## src/rtl/rgb_byte_unpacker.sv

```systemverilog
// Serial R,G,B byte stream to 24-bit pixel unpacker with valid/ready on both sides and sof/eol/eof tags.
// Define RGB_UNPACK_BGR_EN to take the byte order as B,G,R instead of R,G,B.
module rgb_byte_unpacker #(
  parameter int IMG_W = 320,
  parameter int IMG_H = 240
) (
  input  logic       clk,
  input  logic       rst,
  input  logic       sync,
  input  logic [7:0] in_data,
  input  logic       in_valid,
  output logic       in_ready,
  output logic [7:0] r_out,
  output logic [7:0] g_out,
  output logic [7:0] b_out,
  output logic       out_valid,
  input  logic       out_ready,
  output logic       sof,
  output logic       eol,
  output logic       eof
);

  localparam int XW = $clog2(IMG_W);
  localparam int YW = $clog2(IMG_H);
  localparam logic [XW-1:0] X_LAST = XW'(IMG_W - 1);
  localparam logic [YW-1:0] Y_LAST = YW'(IMG_H - 1);

  localparam logic [1:0] PH_R = 2'd0;
  localparam logic [1:0] PH_G = 2'd1;
  localparam logic [1:0] PH_B = 2'd2;

  logic [1:0]    phase;
  logic [7:0]    hold0, hold1;
  logic [XW-1:0] x;
  logic [YW-1:0] y;
  logic          accept, load;

  // sync restarts the pixel at R, so a byte offered with it never waits on the output register
  always_comb begin
    in_ready = sync || (phase != PH_B) || !out_valid || out_ready;
    accept   = in_valid && in_ready;
    load     = accept && (phase == PH_B) && !sync;
  end

  always_ff @(posedge clk) begin
    if (rst) begin
      phase     <= PH_R;
      hold0     <= '0;
      hold1     <= '0;
      x         <= '0;
      y         <= '0;
      r_out     <= '0;
      g_out     <= '0;
      b_out     <= '0;
      out_valid <= 1'b0;
      sof       <= 1'b0;
      eol       <= 1'b0;
      eof       <= 1'b0;
    end else begin
      if (sync) begin
        phase <= accept ? PH_G : PH_R;
        hold0 <= accept ? in_data : 8'd0;
        hold1 <= '0;
        x     <= '0;
        y     <= '0;
      end else if (accept) begin
        case (phase)
          PH_R: begin hold0 <= in_data; phase <= PH_G; end
          PH_G: begin hold1 <= in_data; phase <= PH_B; end
          default: phase <= PH_R;
        endcase
      end

      if (load) begin
`ifdef RGB_UNPACK_BGR_EN
        r_out <= in_data;
        g_out <= hold1;
        b_out <= hold0;
`else
        r_out <= hold0;
        g_out <= hold1;
        b_out <= in_data;
`endif
        out_valid <= 1'b1;
        sof       <= (x == '0) && (y == '0);
        eol       <= (x == X_LAST);
        eof       <= (x == X_LAST) && (y == Y_LAST);
        if (x == X_LAST) begin
          x <= '0;
          y <= (y == Y_LAST) ? '0 : y + 1'b1;
        end else begin
          x <= x + 1'b1;
        end
      end else if (out_ready) begin
        out_valid <= 1'b0;
      end
    end
  end

endmodule

```

## config.mk

```make
export PLATFORM = sky130hd
export DESIGN_NAME = rgb_byte_unpacker
export DESIGN_NICKNAME = d
export VERILOG_FILES = /design/src/rtl/rgb_byte_unpacker.sv
export SDC_FILE = /design/constraint.sdc
export NUM_CORES = 1
export LEC_CHECK = 0
export CAP_MARGIN = 10
export CORE_MARGIN = 5
export CORE_UTILIZATION = 42
export DETAILED_ROUTE_END_ITERATION = 16
export PLACE_DENSITY_LB_ADDON = 0.12
export SYNTH_ARGS = -nofsm -noshare
export SYNTH_HDL_FRONTEND = slang
export SYNTH_SLANG_ARGS = --single-unit
```

## constraint.sdc

```tcl
create_clock -name clk -period 2.1 [get_ports clk]
set_input_delay 0.42 -clock clk [delete_from_list [all_inputs] [get_ports clk]]
set_output_delay 0.42 -clock clk [all_outputs]
set_load 0.005 [all_outputs]
```

# After elaboration in Yosys (flattened, before gate mapping)
# Index checks and enable logic that the tools add are counted.
[classes]
reduce_logical = 20
add_sub_neg = 2
eq_ne = 5
mux = 17
[ops]
columns = ["op", "count"]
rows = [
  ["two-way mux 8 bit", 8],
  ["two-way mux 9 bit", 3],
  ["adder 9 x 1 -> 9 bit (second input constant)", 1],
  ["equality test 9 bit (second input constant)", 1],
  ["logical NOT 9 bit", 1],
  ["adder 8 x 1 -> 8 bit (second input constant)", 1],
  ["equality test 8 bit (second input constant)", 1],
  ["logical NOT 8 bit", 1],
  ["nonzero test 2 bit", 4],
  ["logical AND 1 bit", 5],
  ["two-way mux 2 bit", 2],
  ["case mux 2 bit (2 select lines)", 1],
  ["AND reduction 2 bit", 2],
  ["logical OR 1 bit", 3],
  ["two-way mux 1 bit", 3],
  ["equality test 2 x 1 -> 1 bit (second input constant)", 1],
  ["equality test 2 bit (second input constant)", 1],
  ["logical NOT 1 bit", 2],
  ["logical NOT 2 bit", 1],
  ["!= test 2 bit (second input constant)", 1],
  ["OR reduction 2 bit", 1],
]
[word_totals]
out_inout_bits = 29
input_bits = 13
regBits = 63

# Logic depth before layout (Yosys ltp)
# Gate-level depths: netlist of run 1.
[logic_depth]
ltp_word = 8
mapped_depth = 7
depth_no_buf = 6

# Least setup slack after synthesis of run 1
# No wires, ideal clock.
[synth_timing]
kind = "input-to-reg"
from = "input port out_ready"
to = "register x[7]"
path_buffers = 1
cell_stages = 5
arrival_time_ns = 1.490
slack_ns = 0.519
t_required_ns = 2.009
cell_sequence = "nand2b_1 -> and4b_1 -> buf_2 -> or2_2 -> a311oi_1"
[synth_between]
elab_chain_cells = 5
[synth_rtl]
columns = ["element", "line_no", "text"]
rows = [
  ["from (decl)", "17", "input logic out_ready,"],
  ["logical OR 1 bit (*)", "40", "in_ready = sync || (phase != PH_B) || !out_valid || out_ready;"],
  ["logical AND 1 bit (*)", "41", "accept = in_valid && in_ready;"],
  ["logical AND 1 bit (*) (2 in a row)", "42", "load = accept && (phase == PH_B) && !sync;"],
  ["two-way mux 9 bit / nonzero test 2 bit (equally long branches)", "-", ""],
  ["to (signal assigned)", "92", "x <= x + 1'b1;"],
  ["to (decl)", "34", "logic [XW-1:0] x;"],
]
# Mark *: on every way between the ends. The rest lies on a longest branch, timed or not.
# A chain may end at the register's enable or synchronous reset.

# Worst setup path after layout of run 1
[layout_timing]
from = "input port out_ready"
to = "output port in_ready"
[layout_between]
elab_chain_cells = 1
[layout_rtl]
columns = ["element", "line_no", "text"]
rows = [
  ["logical OR 1 bit", "40", ""],
  ["to (decl)", "12", "output logic in_ready,"],
]
# Every way passes these cells.

==> results by group, run 1 <==
Clock tree
  – CTS tree: built
  – CTS Buffer Depth: 2
  – CTS clock-pin slew for the worst setup and hold paths: 0.07 ns
  – Post-CTS setup buffers: 0
  – CTS sink cnt: 63
  – Num CTS Buffers: 9
  – H-tree depth: 3
  – Worst-Skew Late Latency: 0.33 ns
  – Root Driver: clkbuf_8

Logic synthesis
  – Adder-cell share of the synthesized area: 1.92%
  – Synth Warn #: 0
  – Synth top area share: 48.4%
  – Multiplexer share of the synthesized area: 3.46%
  – Avg Cell Area, Syn: 8.83 um^2
  – Async SR Flop Fraction: 0%
  – Register area share after synthesis: 48.4%
  – Netlist cell types: 43
  – Ys flop type: dfxtp_1
  – Largest family of logic cells by synthesized area: simple AND/OR/NAND/NOR gates
  – Syn Inst Count: 295
  – Synth Area in Simple Gates: 26.0%
  – Synth area leader: dfxtp_1
  – FF+latch count, synth: 63
  – Synth area leaders: dfxtp_1 48%, nand2_1 8.6%, a21oi_1 7.1%, mux2i_1 3.5%, nor2_1 3.5%
  – Synth Area in XOR/XNOR: 1.01%
  – Compound-Gate Fraction of Synth Area: 14.9%
  – Syn Nets: 312
  – Post-synth EDFFs: 0
  – Mapped Area: 2600 um^2

Worst setup path
  – CP Class: in2out
  – Crit path launch type: input port
  – CP Data Arrival Time: 1.61 ns
  – CP Data Required Time: 1.68 ns
  – Crit-path max FO: 2
  – Reg2reg start: x[2]
  – Crit end category: primary output
  – Crit path from: out_ready

Final layout
  – Area grow syn2layout: 30.5%
  – Final Net Count: 365
  – Post-layout util: 56.7%
  – Layout cells sized above 1: 13.0%
  – Diodes inserted: 0
  – Number of fill cells: 552

Timing
  – Setup violations, final: 0
  – Period utilization: 96.8%
  – Hold Slack: 0.451 ns
  – Clk_skew: 0.00828 ns
  – RSZ-0062 raised after global routing: no
  – Worst Max-Slew Pin Slew: 0.587 ns
  – Highest clock rate: 0.492 GHz
  – Final hold vios: 0
  – Max-slew violation count: 0
  – Slew margin rel.: 60.7%
  – Fin crit period: 2.03 ns

Min path
  – Hold path start: sof
  – Worst hold path class: reg2reg

Global routing
  – Largest net degree at the start of global routing: 26
  – Number of global-route vias before repair: 2,102
  – First-pass GRT wire length: 10.2 mm
  – Tot GR Track Use: 16.8%
  – Initial antenna violation count: 0
  – Grt ovf: 0

Outcome
  – Outcome: finished, final reports clean

Floorplan
  – Chip Width: 88.7 um
  – FP Rows: 28
  – Die area: 7870 um^2
  – Core area: 5990 um^2
  – Initial Utilization: 43.5%
  – I/O pins: 42
  – Die Ht: 88.7 um

Routing
  – Iter 0 DRT Violations: 74
  – Via count: 2,274
  – Drc violations: 0
  – Final ANT Viol Nets: 0
  – Drt total wl: 6.21 mm
  – TritonRoute pass-1 iters: 4
  – Avg WL per Cell: 14.5 um
  – Vias/cell: 5.31

Place
  – GPL Wtd Cong: 0.817
  – Dpl hpwl: 4.19 mm
  – # port buffers: 41

Power and ir drop
  – Cell Pwr Density: 708 nW/um^2
  – Leakage: 1.24 nW
  – Worst VDD drop: 443 uV

Flow run
  – Number of max-cap violations: 0
[critical path: stages]
cell and delay [ns]:
clkdlybuf4s50_1 0.41, nand2b_4 0.14, or2b_1 0.21, clkdlybuf4s50_1 0.44
[report_power, final]
part / switching, mW / internal [mW] / total, mW / leakage, nW
registers: 0.00984 / 1.21 / 1.22 / 0.510
clock network: 0.491 / 0.584 / 1.07 / 0.0947
logic: 0.0593 / 0.0531 / 0.112 / 0.637
[cells in the mapped netlist (2+ instances only)]
library cell  count
or3_1             2
or2_2             2
buf_2             4
a311oi_1          6
a22o_1            8
nand2b_1          5
nand3b_1          2
nor4b_1           2
nand2_1          60
ha_1              4
clkbuf_1          9
a21oi_1          37
o21ai_0           3
mux2i_1           9
and4_1            2
dfxtp_1          63
xor2_1            3
nor2_1           24
a41oi_1           2
nor3b_4           2
nand3_1           6
buf_4             2
buf_6             2
nor3_1            6
inv_1             4
a22oi_1           2
and3_1            7
nand4_1           2
[layout make-up]
cell class	instances	area [um^2]	area share, %
Clock buffer	10	138	4.05
Clock inverter	6	70.1	2.06
Inverter	4	15.0	0.442
Multi-Input combinational cell	210	1240	36.5
Sequential cell	63	1260	37.2
Tap cell	75	93.8	2.76
Timing Repair Buffer	60	577	17.0
[worst paths after layout]
path,endpoint,slack [ns],cells past startpoint
max,in_ready,0.07,4
min,sof,0.45,2
max reg2reg,x[1],0.34,6
min reg2reg,sof,0.45,2
[placed cells by master, fill, tap and decap left out, drive strengths merged, types with 2 or more instances in the layout]
cell            n
a21oi          37
a22o            8
a22oi           2
a311oi          6
a41oi           2
and3            7
and4            2
buf            19
clkbuf         10
clkdlybuf4s50  40
clkinv          2
clkinvlp        3
dfxtp          63
ha              4
inv             4
mux2i           9
nand2          60
nand2b          5
nand3           7
nand3b          2
nand4           3
nor2           25
nor3            7
nor3b           3
nor4b           2
o21ai           3
or2             2
or3             2
xor2            3
[routing by layer]
layer	up-vias	routed length, um	GRT usage, %
met3	10	338	4.10
met4	0	103	7.97
met2	59	2720	24.1
met1	1068	3050	23.7
met5	-	0	0
li1	1137	-	-
[stage by stage]
stage,area [um^2],cells,setup TNS (ns),total power [mW],worst slack (ns)
2_1_floorplan,2600,295,0,1.30,0.519
3_3_place_gp,3180,412,-0.136,1.35,-0.0622
3_5_place_dp,3180,412,-0.584,1.36,-0.148
4_1_cts,3390,428,0,2.43,0.0272
5_1_grt,3400,428,0,2.51,0.0331
6_report,3400,428,0,2.40,0.0668
[state kept, by name, summed over array words and instances, names as in the netlist]
| signal | flops |
|---|---|
| x | 9 |
| b_out | 8 |
| g_out | 8 |
| hold0 | 8 |
| hold1 | 8 |
| r_out | 8 |
| y | 8 |
| phase | 2 |
| eof | 1 |
| eol | 1 |
| out_valid | 1 |
| sof | 1 |
[logic make-up after synthesis]
family	Yosys count
AOI/OAI and AO/OA	62
adders and majority gates	4
DFF	63
xor gates and xnor gates	3
muxes	9
buffers and inverters	22
and+or+nand+nor	132
[timing repair]
action | in CTS | in global routing
resized for setup | 1 | 3
endpoints found under the setup margin | 1 | 1
hold buffers | 0 | 0
hold endpoints to repair | 0 | 0
Note: power is estimated with default switching activity, not from simulation.
==> run 2: changes to the inputs <==
Settings changed: CORE_UTILIZATION 42 to 27.
==> run 2 against run 1 <==
  * Sequential power hardly changed
  * Core utilization is 20 points lower
  * Setup slack worse by 0.013 ns
  * Register-to-register slack better by 0.06 ns
  * Die area is 49% higher
  * Worst hold slack better by 0.0023 ns
  * Power is 0.34% lower
  * First-iteration DRC count is 47% higher
  * Combinational power hardly changed
  * Critical endpoint unchanged
  * Largest power group unchanged
  * Highest routed layer unchanged
==> results by group, run 2 (same netlist as run 1, synthesis figures left out) <==
Outcome
  – Outcome: finished, final reports clean

Final layout
  – Final Net Count: 369 (+1.1%)
  – Finished Cell Area: 3460 um^2 (+1.9%)
  – Number of flip-flops in the largest register: 9 (unchanged)
  – Area grow syn2layout: 32.9%
  – Most flops, register: x
  – Number of fill cells: 938 (+70%)
  – Commonest non-fill, non-tap cell in the layout: dfxtp_1
  – Most frequent cells in the layout: 61 x dfxtp_1, 60 x nand2_1, 40 x clkdlybuf4s50_1
  – Diodes inserted: 0 (unchanged)
  – Fin cells: 486 (+14%)
  – Layout cells sized above 1: 14.0% (+0.97 points)

Clock tree
  – Post-CTS setup buffers: 0 (unchanged)
  – CTS clock-pin slew for the worst setup and hold paths: 0.07 ns (about the same)
  – CTS sink cnt: 63 (unchanged)
  – CTS Hold Bufs: 0 (unchanged)
  – # resized after CTS: 2 (+1)
  – H-tree depth: 3 (unchanged)
  – Worst-Skew Late Latency: 0.35 ns (+0.02 ns)
  – CTS tree: built
  – CTS Buffer Depth: 2 (unchanged)
  – Num CTS Buffers: 9 (unchanged)
  – Root Driver: clkbuf_8

Power and ir drop
  – Total power: 2.40 mW (-0.34%)
  – Worst VDD drop: 316 uV (-29%)
  – Cell Pwr Density: 692 nW/um^2 (-2.2%)
  – Leakage: 1.26 nW (+1.4%)

Worst setup path
  – Internal reg-to-reg setup slack: 0.40 ns (+0.06 ns)
  – Crit path launch type: input port
  – Reg2reg start: x[2]
  – Register-to-Register Path Depth: 6 (unchanged)
  – CP Class: in2out
  – CP Data Arrival Time: 1.63 ns (+0.02 ns)
  – FF-to-FF End: x[5]
  – Crit end category: primary output
  – CP Data Required Time: 1.68 ns (about the same)
  – Crit-path max FO: 4 (+2)

Min path
  – Endpoint, Worst Hold: g_out[4]
  – Worst hold path class: reg2reg
  – Cell count of the worst hold path: 2 (unchanged)
  – Hold path start: hold1[4]

Timing
  – Max-slew violation count: 0 (unchanged)
  – Clk_skew: 0.00987 ns (+0.00160 ns)
  – Worst Max-Slew Pin Slew: 0.519 ns (-0.0676 ns)
  – Setup violations, final: 0 (unchanged)
  – Fin crit period: 2.05 ns (+0.0126 ns)
  – Hold Slack: 0.454 ns (+0.00229 ns)
  – Final hold vios: 0 (unchanged)
  – Period utilization: 97.4% (+0.60 points)
  – Highest clock rate: 0.489 GHz (-0.61%)
  – RSZ-0062 raised after global routing: no
  – Slew margin rel.: 65.3% (+4.5 points)

Place
  – Inst Count DP: 470 (+14%)
  – GPL Wtd Cong: 0.812 (-0.55%)
  – Cell Area, Placed: 3250 um^2 (+2.3%)
  – Dpl hpwl: 4.65 mm (+11%)
  – # port buffers: 41 (unchanged)

Routing
  – Iter 0 DRT Violations: 109 (+47%)
  – DR top layer: met4
  – DR WL met2: 2.88 mm (+6.0%)
  – Via count: 2,250 (-1.1%)
  – Wl on met1: 3.49 mm (+15%)
  – Avg WL per Cell: 13.9 um (-4.1%)
  – Final ANT Viol Nets: 0 (unchanged)
  – Met3 wire len: 272 um (-20%)
  – TritonRoute pass-1 iters: 4 (unchanged)
  – Drt total wl: 6.76 mm (+8.9%)
  – Drc violations: 0 (unchanged)
  – Vias/cell: 4.63 (-13%)

Global routing
  – Number of global-route vias before repair: 2,186 (+4.0%)
  – First-pass GRT wire length: 11.2 mm (+9.9%)
  – Initial antenna violation count: 0 (unchanged)
  – Tot GR Track Use: 12.3% (-4.5 points)
  – Largest net degree at the start of global routing: 29 (+12%)
  – Grt ovf: 0 (unchanged)

Floorplan
  – Chip Width: 108 um (+22%)
  – Initial Utilization: 27.9% (-16 points)
  – Die area: 11,700 um^2 (+49%)
  – FP Rows: 35 (+25%)
  – Core area: 9330 um^2 (+56%)
  – I/O pins: 42 (unchanged)
  – Die Ht: 108 um (+22%)

Flow run
  – Number of max-cap violations: 0 (unchanged)
## run 2: cell types whose count changed in the layout (fill, tap and decap cells not counted), sizes merged
cell,delta
buf,+4
clkbuf,-1
clkinv,+1
clkinvlp,-1
inv,+1
## run 2: critical path, cell delays in order
cell and delay [ns]:
clkdlybuf4s50_1 0.40, nand2b_4 0.15, or2b_1 0.22, clkdlybuf4s50_1 0.44
## run 2: layer usage
layer / GRT usage (%) / up-vias
met5: 0 / -
met4: 4.87 / 0
met3: 4.00 / 11
met2: 17.3 / 39
met1: 17.3 / 1052
li1: - / 1148
## run 2: through the flow
step	utilization [%]	setup TNS, ns	worst slack, ns
floorplan	-	0	0.519
global placement	34.9	-0.155	-0.0944
detailed placement	34.9	-0.521	-0.0861
CTS	37.0	0	0.00143
global route	37.1	0	0.0117
finish	37.1	0	0.0543
## run 2: final cells by class
type                    instances  area (um^2)  share of cell area [%]
clock buffers                   9          124                    3.58
clock inverters                 7         72.6                    2.10
inverters                       4         15.0                   0.434
multi-input cells             210         1240                    35.8
flip-flops and latches         63         1270                    36.6
well taps                     129          161                    4.66
repair buffers                 64          582                    16.8
## run 2: worst max-delay path by stage
stage / endpoint / startpoint / cells past startpoint / slack [ns]
after detailed placement: in_ready / sync / 4 / -0.09
after global routing: in_ready / out_ready / 4 / 0.01
after global placement: in_ready / sync / 4 / -0.09
after floorplan: x[7] / out_ready / 5 / 0.52
final: in_ready / out_ready / 4 / 0.05
after CTS: in_ready / out_ready / 4 / 0.001
## run 2: power breakdown
group / switching (mW) / internal (mW) / leakage (nW) / total (mW)
clock network: 0.521 / 0.549 / 0.0956 / 1.07
registers: 0.00970 / 1.21 / 0.510 / 1.22
logic: 0.0590 / 0.0507 / 0.653 / 0.110
